==> src/rtl/hmmm_ctrl_pkg.sv <==
// Shared definitions for the Hmmm control path: FSM states, opcodes, ALU codes,
// decoded-instruction struct and instruction field slice macros.
`ifndef HMMM_CTRL_PKG_SV
`define HMMM_CTRL_PKG_SV

`define HMMM_IMM(ir) ir[7:0]
`define HMMM_RX(ir)  ir[11:8]
`define HMMM_RY(ir)  ir[7:4]
`define HMMM_RZ(ir)  ir[3:0]

package hmmm_ctrl_pkg;

  localparam int OPW          = 4;
  localparam int REGW         = 4;
  localparam int WAIT_MAX_DEF = 15;

  typedef enum logic [2:0] {
    S_FETCH, S_IRD, S_INC, S_DEC, S_EXEC, S_MEM, S_JMP, S_HALT
  } state_e;

  localparam logic [OPW-1:0] OP_SYS    = 4'h0;
  localparam logic [OPW-1:0] OP_SETN   = 4'h1;
  localparam logic [OPW-1:0] OP_LOADN  = 4'h2;
  localparam logic [OPW-1:0] OP_STOREN = 4'h3;
  localparam logic [OPW-1:0] OP_LOADR  = 4'h4;
  localparam logic [OPW-1:0] OP_ADDN   = 4'h5;
  localparam logic [OPW-1:0] OP_ADD    = 4'h6;
  localparam logic [OPW-1:0] OP_SUB    = 4'h7;
  localparam logic [OPW-1:0] OP_MUL    = 4'h8;
  localparam logic [OPW-1:0] OP_DIV    = 4'h9;
  localparam logic [OPW-1:0] OP_MOD    = 4'hA;
  localparam logic [OPW-1:0] OP_JUMPN  = 4'hB;
  localparam logic [OPW-1:0] OP_JEQZN  = 4'hC;
  localparam logic [OPW-1:0] OP_JNEZN  = 4'hD;
  localparam logic [OPW-1:0] OP_JGTZN  = 4'hE;
  localparam logic [OPW-1:0] OP_JLTZN  = 4'hF;

  // ALU_ADDN sums port A with the immediate taken straight from the IR.
  localparam logic [3:0] ALU_NOP  = 4'h0;
  localparam logic [3:0] ALU_ADD  = 4'h1;
  localparam logic [3:0] ALU_SUB  = 4'h2;
  localparam logic [3:0] ALU_MUL  = 4'h3;
  localparam logic [3:0] ALU_DIV  = 4'h4;
  localparam logic [3:0] ALU_MOD  = 4'h5;
  localparam logic [3:0] ALU_ADDN = 4'h6;

  typedef enum logic [3:0] {
    C_NOP, C_HALT, C_JUMPR, C_SETN, C_ADDN, C_ALU, C_LOADN, C_STOREN,
    C_LOADR, C_STORER, C_JUMPN, C_CALLN, C_JCOND
  } op_class_e;

  typedef struct packed {
    op_class_e       cls;
    logic [3:0]      alu_op;
    logic [REGW-1:0] rx;
    logic [REGW-1:0] ry;
    logic [REGW-1:0] rz;
    logic [1:0]      cond;     // 00 eqz, 01 nez, 10 gtz, 11 ltz
    logic            illegal;
  } dec_t;

  function automatic logic is_load(op_class_e c);
    return (c == C_LOADN) || (c == C_LOADR);
  endfunction

  function automatic logic is_mem(op_class_e c);
    return (c == C_LOADN) || (c == C_STOREN) || (c == C_LOADR) || (c == C_STORER);
  endfunction

endpackage

`endif

==> src/rtl/hmmm_control_decode.sv <==
// Combinational instruction decoder: splits ir_data into an operation class,
// register fields, ALU function and branch condition, and flags illegal encodings.
module hmmm_decode
  import hmmm_ctrl_pkg::*;
(
  input  logic [15:0] ir_data,
  output dec_t        dec
);

  logic [OPW-1:0] op;
  assign op = ir_data[15:12];

  always_comb begin
    dec         = '0;
    dec.cls     = C_NOP;
    dec.alu_op  = ALU_NOP;
    dec.rx      = `HMMM_RX(ir_data);
    dec.ry      = `HMMM_RY(ir_data);
    dec.rz      = `HMMM_RZ(ir_data);
    dec.cond    = ir_data[13:12];
    unique case (op)
      OP_SYS: begin
        case (ir_data[7:0])
          8'h00:        dec.cls = C_HALT;
          8'h01, 8'h02: dec.cls = C_NOP;   // read/write are handled outside the core
          8'h03:        dec.cls = C_JUMPR;
          default:      dec.illegal = 1'b1;
        endcase
      end
      OP_SETN:   dec.cls = C_SETN;
      OP_LOADN:  dec.cls = C_LOADN;
      OP_STOREN: dec.cls = C_STOREN;
      OP_LOADR: begin
        case (ir_data[3:0])
          4'h1:    dec.cls = C_LOADR;
          4'h2:    dec.cls = C_STORER;
          default: dec.illegal = 1'b1;
        endcase
      end
      OP_ADDN: begin dec.cls = C_ADDN; dec.alu_op = ALU_ADDN; end
      OP_ADD:  begin dec.cls = C_ALU;  dec.alu_op = ALU_ADD;  end
      OP_SUB:  begin dec.cls = C_ALU;  dec.alu_op = ALU_SUB;  end
      OP_MUL:  begin dec.cls = C_ALU;  dec.alu_op = ALU_MUL;  end
      OP_DIV:  begin dec.cls = C_ALU;  dec.alu_op = ALU_DIV;  end
      OP_MOD:  begin dec.cls = C_ALU;  dec.alu_op = ALU_MOD;  end
      // A zero rX field selects a plain jump; any other register receives the return PC.
      OP_JUMPN: dec.cls = (`HMMM_RX(ir_data) == '0) ? C_JUMPN : C_CALLN;
      OP_JEQZN, OP_JNEZN, OP_JGTZN, OP_JLTZN: dec.cls = C_JCOND;
      default: dec.illegal = 1'b1;
    endcase
  end

endmodule

==> src/rtl/hmmm_control.sv <==
// Multi-cycle fetch/decode/execute controller for the Hmmm core. Owns every
// shared-bus strobe; halted and mem_timeout are sticky until reset.
module hmmm_control
  import hmmm_ctrl_pkg::*;
#(
  parameter int unsigned WAIT_MAX = WAIT_MAX_DEF
) (
  input  logic        clk,
  input  logic        rst,
  input  logic [15:0] ir_data,
  input  logic        rx_zero,
  input  logic        rx_neg,
  input  logic        mem_ready,
  output logic        pc_out,
  output logic        pc_in,
  output logic        pc_inc,
  output logic        mar_in,
  output logic        mem_rd,
  output logic        mem_wr,
  output logic        ir_in,
  output logic        ir_out,
  output logic [3:0]  rf_a,
  output logic [3:0]  rf_b,
  output logic [3:0]  rf_w,
  output logic        rf_we,
  output logic        rf_out,
  output logic [3:0]  alu_op,
  output logic        alu_out,
  output logic        halted,
  output logic        mem_timeout
);

  localparam int WCW = $clog2(WAIT_MAX + 1);

  state_e         state;
  logic           run;        // low for the first cycle out of reset so every strobe stays 0
  logic [WCW-1:0] wait_cnt;
  dec_t           dec;
  dec_t           dq;
  logic           wait_over;
  logic           take;

  hmmm_decode u_decode (
    .ir_data (ir_data),
    .dec     (dec)
  );

  assign wait_over = (wait_cnt == WCW'(WAIT_MAX - 1));

  always_comb begin
    take = 1'b0;
    case (dq.cond)
      2'b00: take = rx_zero;
      2'b01: take = !rx_zero;
      2'b10: take = !rx_zero && !rx_neg;
      2'b11: take = rx_neg;
    endcase
  end

  // NOTE: sequential state uses non-blocking assignments so every register
  // samples the pre-edge values regardless of statement order.
  always_ff @(posedge clk) begin
    if (rst) begin
      state       <= S_FETCH;
      run         <= 1'b0;
      wait_cnt    <= '0;
      dq          <= '0;
      halted      <= 1'b0;
      mem_timeout <= 1'b0;
    end else begin
      run <= 1'b1;
      unique case (state)
        S_FETCH: if (run) state <= S_IRD;
        S_IRD, S_MEM: begin
          if (mem_ready) begin
            wait_cnt <= '0;
            state    <= (state == S_IRD) ? S_INC : S_FETCH;
          end else if (wait_over) begin
            wait_cnt    <= '0;
            mem_timeout <= 1'b1;
            halted      <= 1'b1;
            state       <= S_HALT;
          end else begin
            wait_cnt <= wait_cnt + WCW'(1);
          end
        end
        S_INC: state <= S_DEC;
        S_DEC: begin
          dq    <= dec;
          state <= S_EXEC;
        end
        S_EXEC: begin
          if (dq.illegal || dq.cls == C_HALT) begin
            halted <= 1'b1;
            state  <= S_HALT;
          end else if (is_mem(dq.cls)) begin
            state <= S_MEM;
          end else if (dq.cls == C_CALLN) begin
            state <= S_JMP;
          end else begin
            state <= S_FETCH;
          end
        end
        S_JMP:   state <= S_FETCH;
        S_HALT:  state <= S_HALT;
        default: state <= S_FETCH;
      endcase
    end
  end

  // NOTE: every combinational output gets a default before the case; a path
  // that skipped one would otherwise infer a latch.
  always_comb begin
    pc_out  = 1'b0;
    pc_in   = 1'b0;
    pc_inc  = 1'b0;
    mar_in  = 1'b0;
    mem_rd  = 1'b0;
    mem_wr  = 1'b0;
    ir_in   = 1'b0;
    ir_out  = 1'b0;
    rf_a    = '0;
    rf_b    = '0;
    rf_w    = '0;
    rf_we   = 1'b0;
    rf_out  = 1'b0;
    alu_op  = ALU_NOP;
    alu_out = 1'b0;
    unique case (state)
      S_FETCH: begin
        pc_out = run;
        mar_in = run;
      end
      S_IRD: begin
        mem_rd = 1'b1;
        ir_in  = mem_ready;
      end
      S_INC: pc_inc = 1'b1;
      S_EXEC: begin
        unique case (dq.cls)
          C_JUMPR: begin rf_a = dq.rx; rf_out = 1'b1; pc_in = 1'b1; end
          C_SETN:  begin ir_out = 1'b1; rf_we = 1'b1; rf_w = dq.rx; end
          C_ADDN: begin
            rf_a = dq.rx; rf_w = dq.rx; alu_op = dq.alu_op; alu_out = 1'b1; rf_we = 1'b1;
          end
          C_ALU: begin
            rf_a = dq.ry; rf_b = dq.rz; rf_w = dq.rx;
            alu_op = dq.alu_op; alu_out = 1'b1; rf_we = 1'b1;
          end
          C_LOADN, C_STOREN: begin ir_out = 1'b1; mar_in = 1'b1; end
          C_LOADR, C_STORER: begin rf_a = dq.ry; rf_out = 1'b1; mar_in = 1'b1; end
          C_JUMPN: begin ir_out = 1'b1; pc_in = 1'b1; end
          C_CALLN: begin pc_out = 1'b1; rf_we = 1'b1; rf_w = dq.rx; end
          C_JCOND: begin
            rf_a   = dq.rx;
            ir_out = take;
            pc_in  = take;
          end
          default: ;
        endcase
      end
      S_MEM: begin
        if (is_load(dq.cls)) begin
          mem_rd = 1'b1;
          rf_w   = dq.rx;
          rf_we  = mem_ready;
        end else begin
          mem_wr = 1'b1;
          rf_a   = dq.rx;
          rf_out = 1'b1;
        end
      end
      S_JMP: begin
        ir_out = 1'b1;
        pc_in  = 1'b1;
      end
      default: ;
    endcase
  end

endmodule

==> config.mk <==
export PLATFORM = sky130hd
export DESIGN_NAME = hmmm_control
export DESIGN_NICKNAME = d
export VERILOG_FILES = /design/src/rtl/hmmm_ctrl_pkg.sv /design/src/rtl/hmmm_control_decode.sv /design/src/rtl/hmmm_control.sv
export SDC_FILE = /design/constraint.sdc
export NUM_CORES = 1
export LEC_CHECK = 0
export ABC_AREA = 0
export CORE_MARGIN = 5
export CORE_UTILIZATION = 35
export CTS_BUF_LIST = sky130_fd_sc_hd__clkbuf_8
export DETAILED_ROUTE_END_ITERATION = 8
export GPL_TIMING_DRIVEN = 0
export HOLD_SLACK_MARGIN = 0.05
export SYNTH_ARGS = -nofsm -noshare
export SYNTH_HDL_FRONTEND = slang
export SYNTH_HIERARCHICAL = 1
export SYNTH_SLANG_ARGS = --single-unit
==> constraint.sdc <==
create_clock -name clk -period 2 [get_ports clk]
set_input_delay 0.4 -clock clk [delete_from_list [all_inputs] [get_ports clk]]
set_output_delay 0.4 -clock clk [all_outputs]
set_load 0.01 [all_outputs]
* Word-level counts from Yosys, hierarchy flattened
Cells that the tools add are included.
** Storage, ports and cells
- Memory bits (writable) :: 0
- Logic and storage cells :: 147
- Register bits after elaboration :: 33
- Memories kept :: 0
- Bits in read-only memories :: 0
- Output and inout port bits :: 29
- Bits of input ports :: 21
- Latch bits :: 0
** Operators by class
- Reductions and logical operators :: 30
- Multiply operators :: 0
- Order comparisons :: 0
- Muxes and demuxes :: 55
- Shifts and indexed selects :: 0
- Div/mod/pow operators :: 0
- Equal/unequal tests :: 48
- Bitwise gates (word level) :: 1
- Add/sub/neg operators :: 1
** Operator list (count)
- 4-bit equality test (second input constant) :: 14
- 4-bit two-way mux :: 9
- 4-bit case mux with 9 select lines :: 1
- 4-bit by 3-bit equality test with 1-bit output (second input constant) :: 8
- 4-bit case mux with 2 select lines :: 4
- 1-bit case mux with 2 select lines :: 11
- 3-bit case mux with 7 select lines :: 1
- 4-bit by 2-bit equality test with 1-bit output (second input constant) :: 5
- 4-bit OR reduction :: 5
- 1-bit two-way mux :: 19
- 3-bit two-way mux :: 6
- 3-bit case mux with 6 select lines :: 1
- 8-bit by 2-bit equality test with 1-bit output (second input constant) :: 2
- 3-bit equality test (second input constant) :: 4
- 4-bit by 1-bit equality test with 1-bit output (second input constant) :: 3
- 3-bit OR reduction :: 3
- 8-bit by 1-bit equality test with 1-bit output (second input constant) :: 1
- 4-bit logical NOT :: 2
- 8-bit logical NOT :: 1
- 2-bit != test (second input constant) :: 4
- 2-bit OR reduction :: 4
- 3-bit by 2-bit equality test with 1-bit output (second input constant) :: 2
- 1-bit logical OR :: 5
- 5-bit OR reduction :: 1
- other kinds (17) :: 19

* Logic depth before layout (Yosys ltp)
Gate-level depths: netlist of the first run.
- Depth in word-level cells :: 7
- Mapped depth :: 7
- Mapped depth without buffers :: 6

* Cells and area by module
Netlist of the first run, hierarchy kept.
** By module, submodules not included
- hmmm_control :: cells an instance 236, instances 1, area each 1751.7 um2
- hmmm_decode :: cells an instance 52, instances 1, area each 367.9 um2

* Worst setup path before layout of the first run
OpenSTA, ideal clock, no wires.
- Path type :: register -> output
- From :: register dq[20] in the netlist's numbering
- To :: output rf_a[0]
- Arrival time :: 1.611 ns
- Data required time :: 1.600 ns
- Setup slack :: -0.011 ns
- Stages on the path, launching flop included :: 6
- Path through :: dfxtp_1 clkbuf_1 or3b_2 a211oi_1 a31oi_1 o21ai_0
** Between the ends
- Cells in the longest elaborated chain, start to end :: 4
- Elaborated cells between the ends (all ways) :: 13
- Those cells by class :: eq/ne: 7; mux: 3; reduce/logical: 3
** RTL lines
- start, declared :: line hmmm_control.sv:39 : dec_t dq;
- start signal, assigned :: line hmmm_control.sv:67 : dq <= '0;
- start signal, assigned :: line hmmm_control.sv:89 : dq <= dec;
- 4-bit by 3-bit equality test with 1-bit output (tied with other cells) :: line hmmm_control.sv:140 : unique case (dq.cls)
- 3-bit OR reduction (no line) or 1-bit logical OR (tied branches)
- 4-bit case mux with 2 select lines or 4-bit two-way mux (tied branches) :: line hmmm_control.sv:140, hmmm_control.sv:163
- 4-bit case mux with 2 select lines * :: line hmmm_control.sv:129 : unique case (state)
- end, declared :: line hmmm_control.sv:22 : output logic [3:0] rf_a,
Every way passes the cells marked *; elsewhere a longest branch is shown, timed or not.

* Final worst setup path of the first run
- From :: register state[1]
- To :: output rf_w[1]
** Between the ends
- Cells in the longest elaborated chain, start to end :: 2
- Elaborated cells between the ends (all ways) :: 3
- Those cells by class :: eq/ne: 2; mux: 1
** RTL lines
- start, declared :: line hmmm_control.sv:35 : state_e state;
- start signal, assigned :: line hmmm_control.sv:77 : state <= (state == S_IRD) ? S_INC : S_FETCH;
- 3-bit equality test :: line hmmm_control.sv:129
- 4-bit case mux with 2 select lines * :: line hmmm_control.sv:129
- end, declared :: line hmmm_control.sv:24 : output logic [3:0] rf_w,
Marks and branches as above.

==> summary.md, run 1 <==
| Metric | Value |
|---|---|
| Max_cap viols | 0 |
| PwrDens | 494 mW/mm^2 |
| Post-route ant nets | 0 |
| Post-synthesis sequential area ratio | 31.2% |
| Clock Tree Root | clkbuf_8 |
| Hold_buf cts | 0 |
| Hold Crit Class | input port to register |
| CTS Buf Count | 5 |
| Worst-Skew Late Latency | 0.28 ns |
| Final Core Density | 52.7% |
| Final WS setup | -0.539 ns |
| Syn_nets | 311 |
| CP startpoint | state[1] |
| Pre-Repair DR Iteration Count | 4 |
| Port-buffer cells | 48 |
| Net total in the final layout | 385 |
| Core Region | 0.00592 mm^2 |
| CP arrival | 2.14 ns |
| Startpoint types | register |
| Initial DRC Count | 92 |
| Gate count after technology mapping | 288 |
| DPL Wire Length | 4490 um |
| R2R Path Start | state[0] |
| CP Capture Point | rf_w[1] |
| Fmax achieved | 394 MHz |
| Share of the synthesized area in the top cell type | 31.2% |
| Most common cell in the synthesized netlist | nand2_1 |
| Clk_skew | 0.00386 ns |
| Depth of the CTS H-tree | 2 |
| Total track usage | 16.5% |
| Post-synth EDFFs | 0 |
| Mean Syn Cell Area | 7.36 um^2 |
| Clk slew on worst S/H paths | 0.07 ns |
| CTS Sinks | 33 |
| Setup violators final | 21 |
| Post-DP Area | 0.00269 mm^2 |
| VDD IR max | 0.355 mV |
| First-pass GRT wire length | 9940 um |
| DRC Markers | 0 |
| Final hold slack | 0.368 ns |
| Synth top area cells | dfxtp_1, nand2_1, a21oi_1, buf_4, and2_1 |
| Slew Limit Fails | 0 |
| Synth unique cells | 53 |
| Initial Utilization | 35.8% |
| # diodes | 0 |
| Worst r2r path cells | 6 |
| Num ports | 50 |
| Req. time, crit path | 1.60 ns |
| Vias | 2280 |
| WL final | 6420 um |
| Largest net degree at the start of global routing | 11 |
| Initial antenna violation count | 0 |
| Slew headroom | 51.1% |
| Fin. Hold Viols | 0 |
| # rows | 28 |
| RSZ-0062 raised after global routing | true |
| Critical path peak fanout | 3 |
| Part of the cycle the worst path needs | 127% |
| Design area | 0.00312 mm^2 |
| Max Root-Sink Buffers | 2 |
| Total chip power | 1.54 mW |
| Share of layout cells above drive strength 1 | 32.0% |
| CP Class | register to output port |
| Ys flop type | dfxtp_1 |
| Slew @ Worst Pin | 0.732 ns |
| Synth area leader | dfxtp_1 |
| Grt ovf | 0 |
| Dpl ws | -0.641 ns |
| CTS tree | built |
| Drt wl/cell | 14.7 um |
| Leakage | 1.23 nW |
| Vias per inst | 5.21 |
| Vias in the first global route | 2060 |
| Status | complete, but fails checks |
| Commonest cells in the netlist | nand2_1, dfxtp_1, a21oi_1 |
| Critical R2R Capture | dq[21] |
| Final GP Congestion | 0.917 |
| Failing checks | setup timing |
| CP endpoint kind | output port |
| Post-Syn Area | 0.00212 mm^2 |
| Ys Warns | 6 |
| R2r setup slk | 0.24 ns |
| #FFs+latches synth | 33 |
| Tmin final | 2.54 ns |
| Die Height | 87.8 um |
| Async S/R FF share, synth | 0% |
| Full die area | 0.00771 mm^2 |
| Area growth, synth to finish | 47.3% |
| Die W | 87.8 um |
==> repair_timing <==
action,CTS,global route
gates resized for setup,125,59
endpoints found under the setup margin,27,32
cloned,0,0
setup buffers,11,10
pin swaps,10,9
==> worst min path at each step <==
| stage | start | to | slack (ns) | cells after the start |
|---|---|---|---|---|
| 2_1_floorplan | dq[15] | dq[15] | 0.43 | 2 |
| 3_3_place_gp | dq[4] | dq[4] | 0.44 | 2 |
| 3_5_place_dp | dq[5] | dq[5] | 0.44 | 2 |
| 4_1_cts | ir_data[13] | dq[2] | 0.36 | 3 |
| 5_1_grt | ir_data[13] | dq[2] | 0.37 | 3 |
| 6_report | ir_data[13] | dq[2] | 0.37 | 3 |
==> state kept, by name, summed over array words and instances (netlist names) <==
name,count
wait_cnt,4
halted,1
run,1
state,3
dq,23
mem_timeout,1
==> routing by layer <==
layer	global-route usage, %	wire length [um]	up-vias
met4	5.86	111	0
met1	22.2	2920	1072
met3	2.82	292	14
met2	26.5	3100	64
met5	0	0	-
li1	-	-	1130
==> power breakdown <==
| part | switching [mW] | total (mW) | leakage, nW | internal [mW] |
|---|---|---|---|---|
| clock | 0.240 | 0.476 | 0.0491 | 0.236 |
| combinational | 0.195 | 0.368 | 0.913 | 0.173 |
| sequential | 0.0168 | 0.697 | 0.271 | 0.681 |
==> placed cells by master, fill, tap and decap left out, drive strengths merged, types with 3 or more instances in the layout <==
cell type,n
a211oi,5
a21oi,32
a311oi,3
a31oi,3
and2,10
and3,6
buf,60
clkbuf,19
clkdlybuf4s50,18
clkinv,3
dfxtp,33
dlymetal6s2s,5
inv,12
nand2,59
nand2b,5
nand3,7
nor2,14
nor2b,5
nor3,6
nor3b,4
o211ai,4
o21ai,12
xnor2,3
==> layout make-up <==
class,count,area [um^2]
repair buffers,69,627
clock inverters,3,13.8
clock buffers,5,68.8
inverters,12,50.0
flip-flops and latches,33,676
fillers,600,2800
multi-input cells,210,1390
well taps,75,93.8
plain buffers,31,206
==> cells by family after synthesis <==
logic type                 Yosys count  share of synthesized area, %
and+or+nand+nor                    129                          31.4
AOI/OAI and AO/OA                   73                          22.7
buffers and inverters               45                          11.1
DFF                                 33                          31.2
xor gates and xnor gates             3                          1.24
adders and majority gates            2                          1.18
muxes                                2                          1.00
other                                1                         0.177
==> per-stage QoR <==
stage,std cells,TNS (ns)
finish,438,-7.41
global route,438,-8.72
CTS,428,-8.53
detailed placement,411,-12.74
global placement,411,-12.67
floorplan,288,-0.0468
==> critical path, stage by stage, from the launching register on <==
cell      delay, ns
dfxtp_4        0.34
or3b_4         0.40
or3_4          0.39
a311oi_4       0.25
buf_4          0.17
buf_6          0.08
and2_1         0.10
buf_2          0.12
Note: power is estimated with default switching activity, not from simulation.
==> run 2: changes to the inputs <==
HOLD_SLACK_MARGIN = 0.08   (was 0.05)
clock period = 2.3 ns   (was 2 ns; I/O delays follow)
==> run 2 against run 1 <==
  * Critical endpoint is now rf_we
  * Cell area is 4.0% lower
  * First-iteration DRC count is 26% higher
  * Clock-buffer cell count stayed put
  * Clock power is 12% lower
  * The run still ends with setup timing left
  * Sequential power is 13% lower
  * Global-route usage is 0.47 points higher
  * Cell count is 0.91% lower
==> summary.md, run 2 (synthesized netlist as in run 1, its figures left out) <==
| Metric | Value |
|---|---|
| Status | complete, but fails checks |
| Failing checks | setup timing |
| Clock Tree Root | clkbuf_8 |
| Max_cap viols | 0 |
| Area of the multi-input gates | 0.00133 mm^2 |
| First-pass GRT wire length | 10300 um |
| Finished Layout Cells | 434 |
| Initial DRC Count | 116 |
| Vias in the first global route | 2126 |
| Reg with most FFs | dq |
| WL final | 6270 um |
| Largest register FFs | 23 |
| Depth of the CTS H-tree | 2 |
| Vias | 2220 |
| Setup violators final | 19 |
| # diodes | 0 |
| Part of the cycle the worst path needs | 113% |
| Tmin final | 2.59 ns |
| CTS tree | built |
| Register Area | 672 um^2 |
| Slew headroom | 52.7% |
| Placed insts | 411 |
| Worst r2r path cells | 6 |
| Net total in the final layout | 381 |
| DRC Markers | 0 |
| CP Buf/Inv Count | 6 |
| R2R Path Start | state[0] |
| VDD IR max | 0.222 mV |
| DPL Wire Length | 4580 um |
| Slowest stage delay, CP | 0.39 ns |
| Pre-Repair DR Iteration Count | 4 |
| Total track usage | 16.9% |
| Drt wl/cell | 14.4 um |
| Num ports | 50 |
| Commonest non-fill, non-tap cells in the layout | nand2_1, a21oi_1, dfxtp_1, buf_4, clkdlybuf4s50_1 |
| # rows | 28 |
| Port-buffer cells | 48 |
| Clk slew on worst S/H paths | 0.07 ns |
| CP Class | register to output port |
| CTS Sinks | 33 |
| Total chip power | 1.33 mW |
| Top Registers | dq x23, wait_cnt x4, state x3 |
| CP endpoint kind | output port |
| Hold Crit Class | input port to register |
| CP arrival | 2.13 ns |
| Worst-Skew Late Latency | 0.28 ns |
| Largest net degree at the start of global routing | 11 |
| Fin. Hold Viols | 0 |
| Fmax achieved | 386 MHz |
| Hold wc startpoint | ir_data[13] |
| R2r setup slk | 0.44 ns |
| RSZ-0062 raised after global routing | true |
| Commonest non-fill, non-tap cell in the layout | nand2_1 |
| Core Region | 0.00592 mm^2 |
| Leakage | 1.16 nW |
| # fillers | 611 |
| CTS Buf Count | 5 |
| Grt ovf | 0 |
| Slew Limit Fails | 0 |
| Initial Utilization | 35.8% |
| Die Height | 87.8 um |
| CP Cell Sequence | or3b_4 -> or3_4 -> buf_4 -> clkinv_4 -> buf_6 -> buf_4 -> buf_6 -> o31a_1 -> buf_2 |
| PwrDens | 445 mW/mm^2 |
| Req. time, crit path | 1.84 ns |
| CP max stage cell | or3b_4 |
| Final GP Congestion | 0.897 |
| Share of layout cells above drive strength 1 | 27.6% |
| Full die area | 0.00771 mm^2 |
| Final WS setup | -0.294 ns |
| Die W | 87.8 um |
| Area growth, synth to finish | 41.4% |
| Critical path peak fanout | 3 |
| Vias per inst | 5.12 |
| CP delay by family, top | simple AND/OR/NAND/NOR gates |
| Slew @ Worst Pin | 0.708 ns |
| Startpoint types | register |
| Hold-critical path depth | 3 |
| Clk_skew | 0.00601 ns |
| Initial antenna violation count | 0 |
| Critical R2R Capture | dq[21] |
| Hold path endpoint | dq[2] |
| Max Root-Sink Buffers | 2 |
| Post-route ant nets | 0 |
-- run 2: changes by cell type in the layout (fill, tap and decap cells not counted), moves of 2 or more --
cell,previous run,this run
and2_4,3,5
and3_4,3,1
o21ai_2,4,1
clkdlybuf4s15_2,2,0
and3_1,3,5
and2_1,7,5
buf_4,30,27
buf_6,17,13
a21oi_2,0,2
clkdlybuf4s50_1,18,25
o21ai_0,4,6
dlymetal6s2s_1,5,1
-- run 2: repair_timing --
item,in CTS,in global routing
hold buffers,0,0
pin swaps,6,10
cloned,0,0
gates resized for setup,107,40
endpoints found under the setup margin,26,25
setup buffers,11,6
-- run 2: how the worst max path moves through the flow --
stage	from	cells past startpoint	endpoint	slack, ns
after floorplan	dq[20]	5	rf_a[0]	0.23
after global placement	dq[20]	6	rf_a[2]	-0.40
after detailed placement	dq[20]	6	rf_a[2]	-0.47
after CTS	state[1]	7	rf_w[2]	-0.37
after global routing	state[2]	9	rf_we	-0.36
final	state[1]	9	rf_we	-0.29
-- run 2: worst min-delay path, delay by kind of cell --
family          cells  cell delay [ns]
compound gates      1             0.05
buf+inv             1             0.11
simple gates        1             0.05
-- run 2: routing by layer --
| layer | track usage (%) | wire, um | up-vias |
|---|---|---|---|
| met5 | 0 | 0 | - |
| met4 | 4.74 | 78 | 0 |
| met3 | 2.63 | 289 | 8 |
| met2 | 28.4 | 2950 | 56 |
| met1 | 22.5 | 2950 | 1030 |
| li1 | - | - | 1126 |
-- run 2: metrics by stage --
step / setup slack [ns] / util, % / TNS (ns) / area (um^2) / hold slack [ns]
floorplan: 0.229 / - / 0 / 2120 / 0.432
global placement: -0.403 / 45.5 / -5.95 / 2690 / 0.440
detailed placement: -0.471 / 45.5 / -6.34 / 2690 / 0.442
CTS: -0.369 / 48.9 / -4.47 / 2890 / 0.428
global route: -0.359 / 50.6 / -4.16 / 3000 / 0.438
finish: -0.294 / 50.6 / -2.90 / 3000 / 0.434
-- run 2: power breakdown --
group	switching, mW	leakage (nW)	internal (mW)
combinational	0.161	0.839	0.147
sequential	0.0165	0.270	0.592
clock	0.212	0.0491	0.205
total	0.389	1.16	0.943
-- run 2: layout make-up --
type | count | area share (%)
Inverter | 12 | 1.67
Tap cell | 75 | 3.13
Timing Repair Buffer | 65 | 19.3
Clock inverter | 3 | 0.459
Buffer | 31 | 6.43
Sequential cell | 33 | 22.4
Clock buffer | 5 | 2.30
Multi-Input combinational cell | 210 | 44.3
==> run 3: changes to the inputs <==
clock period = 2.15 ns   (was 2.3 ns; I/O delays follow)
==> run 3 against run 2 <==
  * The flow still finishes with violations (setup timing)
  * Cell count up 1.6%
  * Largest power group unchanged
  * Die area stayed put
  * Clock-buffer cell count unchanged
  * Largest cell class unchanged
  * Critical endpoint is now rf_w[2]
  * Non-clock buffer count is 7 higher
  * Via count is 3.4% higher
  * Critical path type unchanged
==> summary.md, run 3 (synthesized netlist as in run 1, its figures left out) <==
| Metric | Value |
|---|---|
| Status | complete, but fails checks |
| Failing checks | setup timing |
| CP arrival | 2.13 ns |
| Initial Utilization | 35.8% |
| Req. time, crit path | 1.72 ns |
| Total chip power | 1.44 mW |
| Net Sw Frac | 29.9% |
| Full die area | 0.00771 mm^2 |
| Commonest non-fill, non-tap cells in the layout | nand2_1, buf_4, a21oi_1, dfxtp_1, clkdlybuf4s50_1 |
| Num ports | 50 |
| Worst-Skew Late Latency | 0.29 ns |
| Net total in the final layout | 388 |
| CP Class | register to output port |
| Slew Limit Fails | 0 |
| CTS Sinks | 33 |
| Fmax achieved | 391 MHz |
| Clock network power share | 31.3% |
| CP endpoint kind | output port |
| Initial DRC Count | 102 |
| DPL Wire Length | 4580 um |
| Die Height | 87.8 um |
| CTS Buf Count | 5 |
| Share of layout cells above drive strength 1 | 32.8% |
| Tmin final | 2.56 ns |
| VDD IR max | 0.241 mV |
| Area growth, synth to finish | 49.8% |
| Drt wl/cell | 14.9 um |
| Core Region | 0.00592 mm^2 |
| Leakage | 1.21 nW |
| Gate power share | 23.4% |
| Max_cap viols | 0 |
| Initial antenna violation count | 0 |
| Slowest stage delay, CP | 0.39 ns |
| Top Registers | dq x23, wait_cnt x4, state x3 |
| Slew headroom | 49.0% |
| Design area | 0.00317 mm^2 |
| # fillers | 588 |
| Hold Crit Class | input port to register |
| CP Cell Sequence | or3b_4 -> or3_4 -> a311oi_4 -> buf_4 -> buf_6 -> and2_4 -> buf_6 |
| Sequential power share | 45.2% |
| Clk_skew | 0.00673 ns |
| Clock Tree Root | clkbuf_8 |
| CTS tree | built |
| Setup violators final | 19 |
| Final WS setup | -0.410 ns |
| Critical path peak fanout | 3 |
| Setup TNS | -5.41 ns |
| Grt ovf | 0 |
| # rows | 28 |
| Final GP Congestion | 0.897 |
| Part of the cycle the worst path needs | 119% |
| Commonest non-fill, non-tap cell in the layout | nand2_1 |
| DRC Markers | 0 |
| Dpl ws | -0.591 ns |
| Vias in the first global route | 2168 |
| WL final | 6590 um |
| Startpoint types | register |
| Int Pwr | 1.01 mW |
| First-pass GRT wire length | 10400 um |
| CP most frequent cell | buf_6 |
| Vias | 2296 |
| CP Buf/Inv Count | 3 |
| PwrDens | 454 mW/mm^2 |
| Port-buffer cells | 48 |
| Largest net degree at the start of global routing | 11 |
| Largest register FFs | 23 |
| Depth of the CTS H-tree | 2 |
| Pre-Repair DR Iteration Count | 4 |
| CP delay by family, top | simple AND/OR/NAND/NOR gates |
| Max Root-Sink Buffers | 2 |
| Total track usage | 17.3% |
| RSZ-0062 raised after global routing | true |
| Post-route ant nets | 0 |
| Reg with most FFs | dq |
| Fin. Hold Viols | 0 |
| Die W | 87.8 um |
| # diodes | 0 |
| CP max stage cell | or3b_4 |
| Final Core Density | 53.6% |
| Clk slew on worst S/H paths | 0.07 ns |
| P_sw | 431 uW |
| Vias per inst | 5.21 |
| Slew @ Worst Pin | 0.763 ns |
| Post-DP Area | 0.00269 mm^2 |
run 3: changes by cell type in the layout (fill, tap and decap cells not counted), moves of 2 or more:
cell,change
buf_6,+7
buf_4,+5
buf_2,-4
clkdlybuf4s50_1,-4
dlygate4sd2_1,+4
and3_1,-3
and3_4,+3
a21oi_2,-2
buf_8,+2
clkbuf_4,-2
dfxtp_1,-2
o21ai_0,-2
run 3: per-stage QoR:
step	instances	hold slack, ns
final	441	0.403
after CTS	434	0.398
after global placement	411	0.440
after detailed placement	411	0.442
after floorplan	288	0.432
after global routing	441	0.408
run 3: routing by layer:
metal,vias to the layer above,GRT usage [%],routed length [um]
met1,1072,23.0,3040
met5,-,0,0
met4,0,4.88,93
met2,69,28.9,3150
met3,12,2.63,308
li1,1143,-,-
run 3: cell type report:
class,instances,area (um^2),share of cell area (%)
timing repair buffer,72,662,20.9
buffer,31,214,6.74
multi-input combinational,210,1390,43.9
tap,75,93.8,2.96
clock inverter,3,13.8,0.434
inverter,12,52.6,1.66
clock buffer,5,68.8,2.17
sequential,33,677,21.3
run 3: power by group through the flow:
stage	clock network (mW)	registers [mW]	logic, mW
4_1_cts	0.458	0.651	0.315
6_report	0.451	0.652	0.338
2_1_floorplan	0	0.657	0.185
3_3_place_gp	0	0.660	0.300
5_1_grt	0.488	0.654	0.368
3_5_place_dp	0	0.661	0.302
run 3: final timing paths:
kind                                  start  endpoint  slack (ns)  depth (start not counted)
worst max-delay path               state[1]   rf_w[2]       -0.41                          7
worst min-delay path            ir_data[13]     dq[2]        0.40                          3
worst max register to register     state[0]    dq[21]        0.28                          6
worst min register to register        dq[4]     dq[4]        0.46                          2
run 3: what timing repair did:
| item | 4_1_cts | 5_1_grt |
|---|---|---|
| hold endpoints to repair | 0 | 0 |
| endpoints found under the setup margin | 27 | 25 |
| pin swaps | 11 | 14 |
| hold buffers | 0 | 0 |
| gates resized for setup | 153 | 34 |
| setup buffers | 18 | 10 |
run 3: tightest hold or removal path, stage by stage:
cell and delay [ns]:
buf_4 0.11, nand2_1 0.05, a21oi_1 0.05
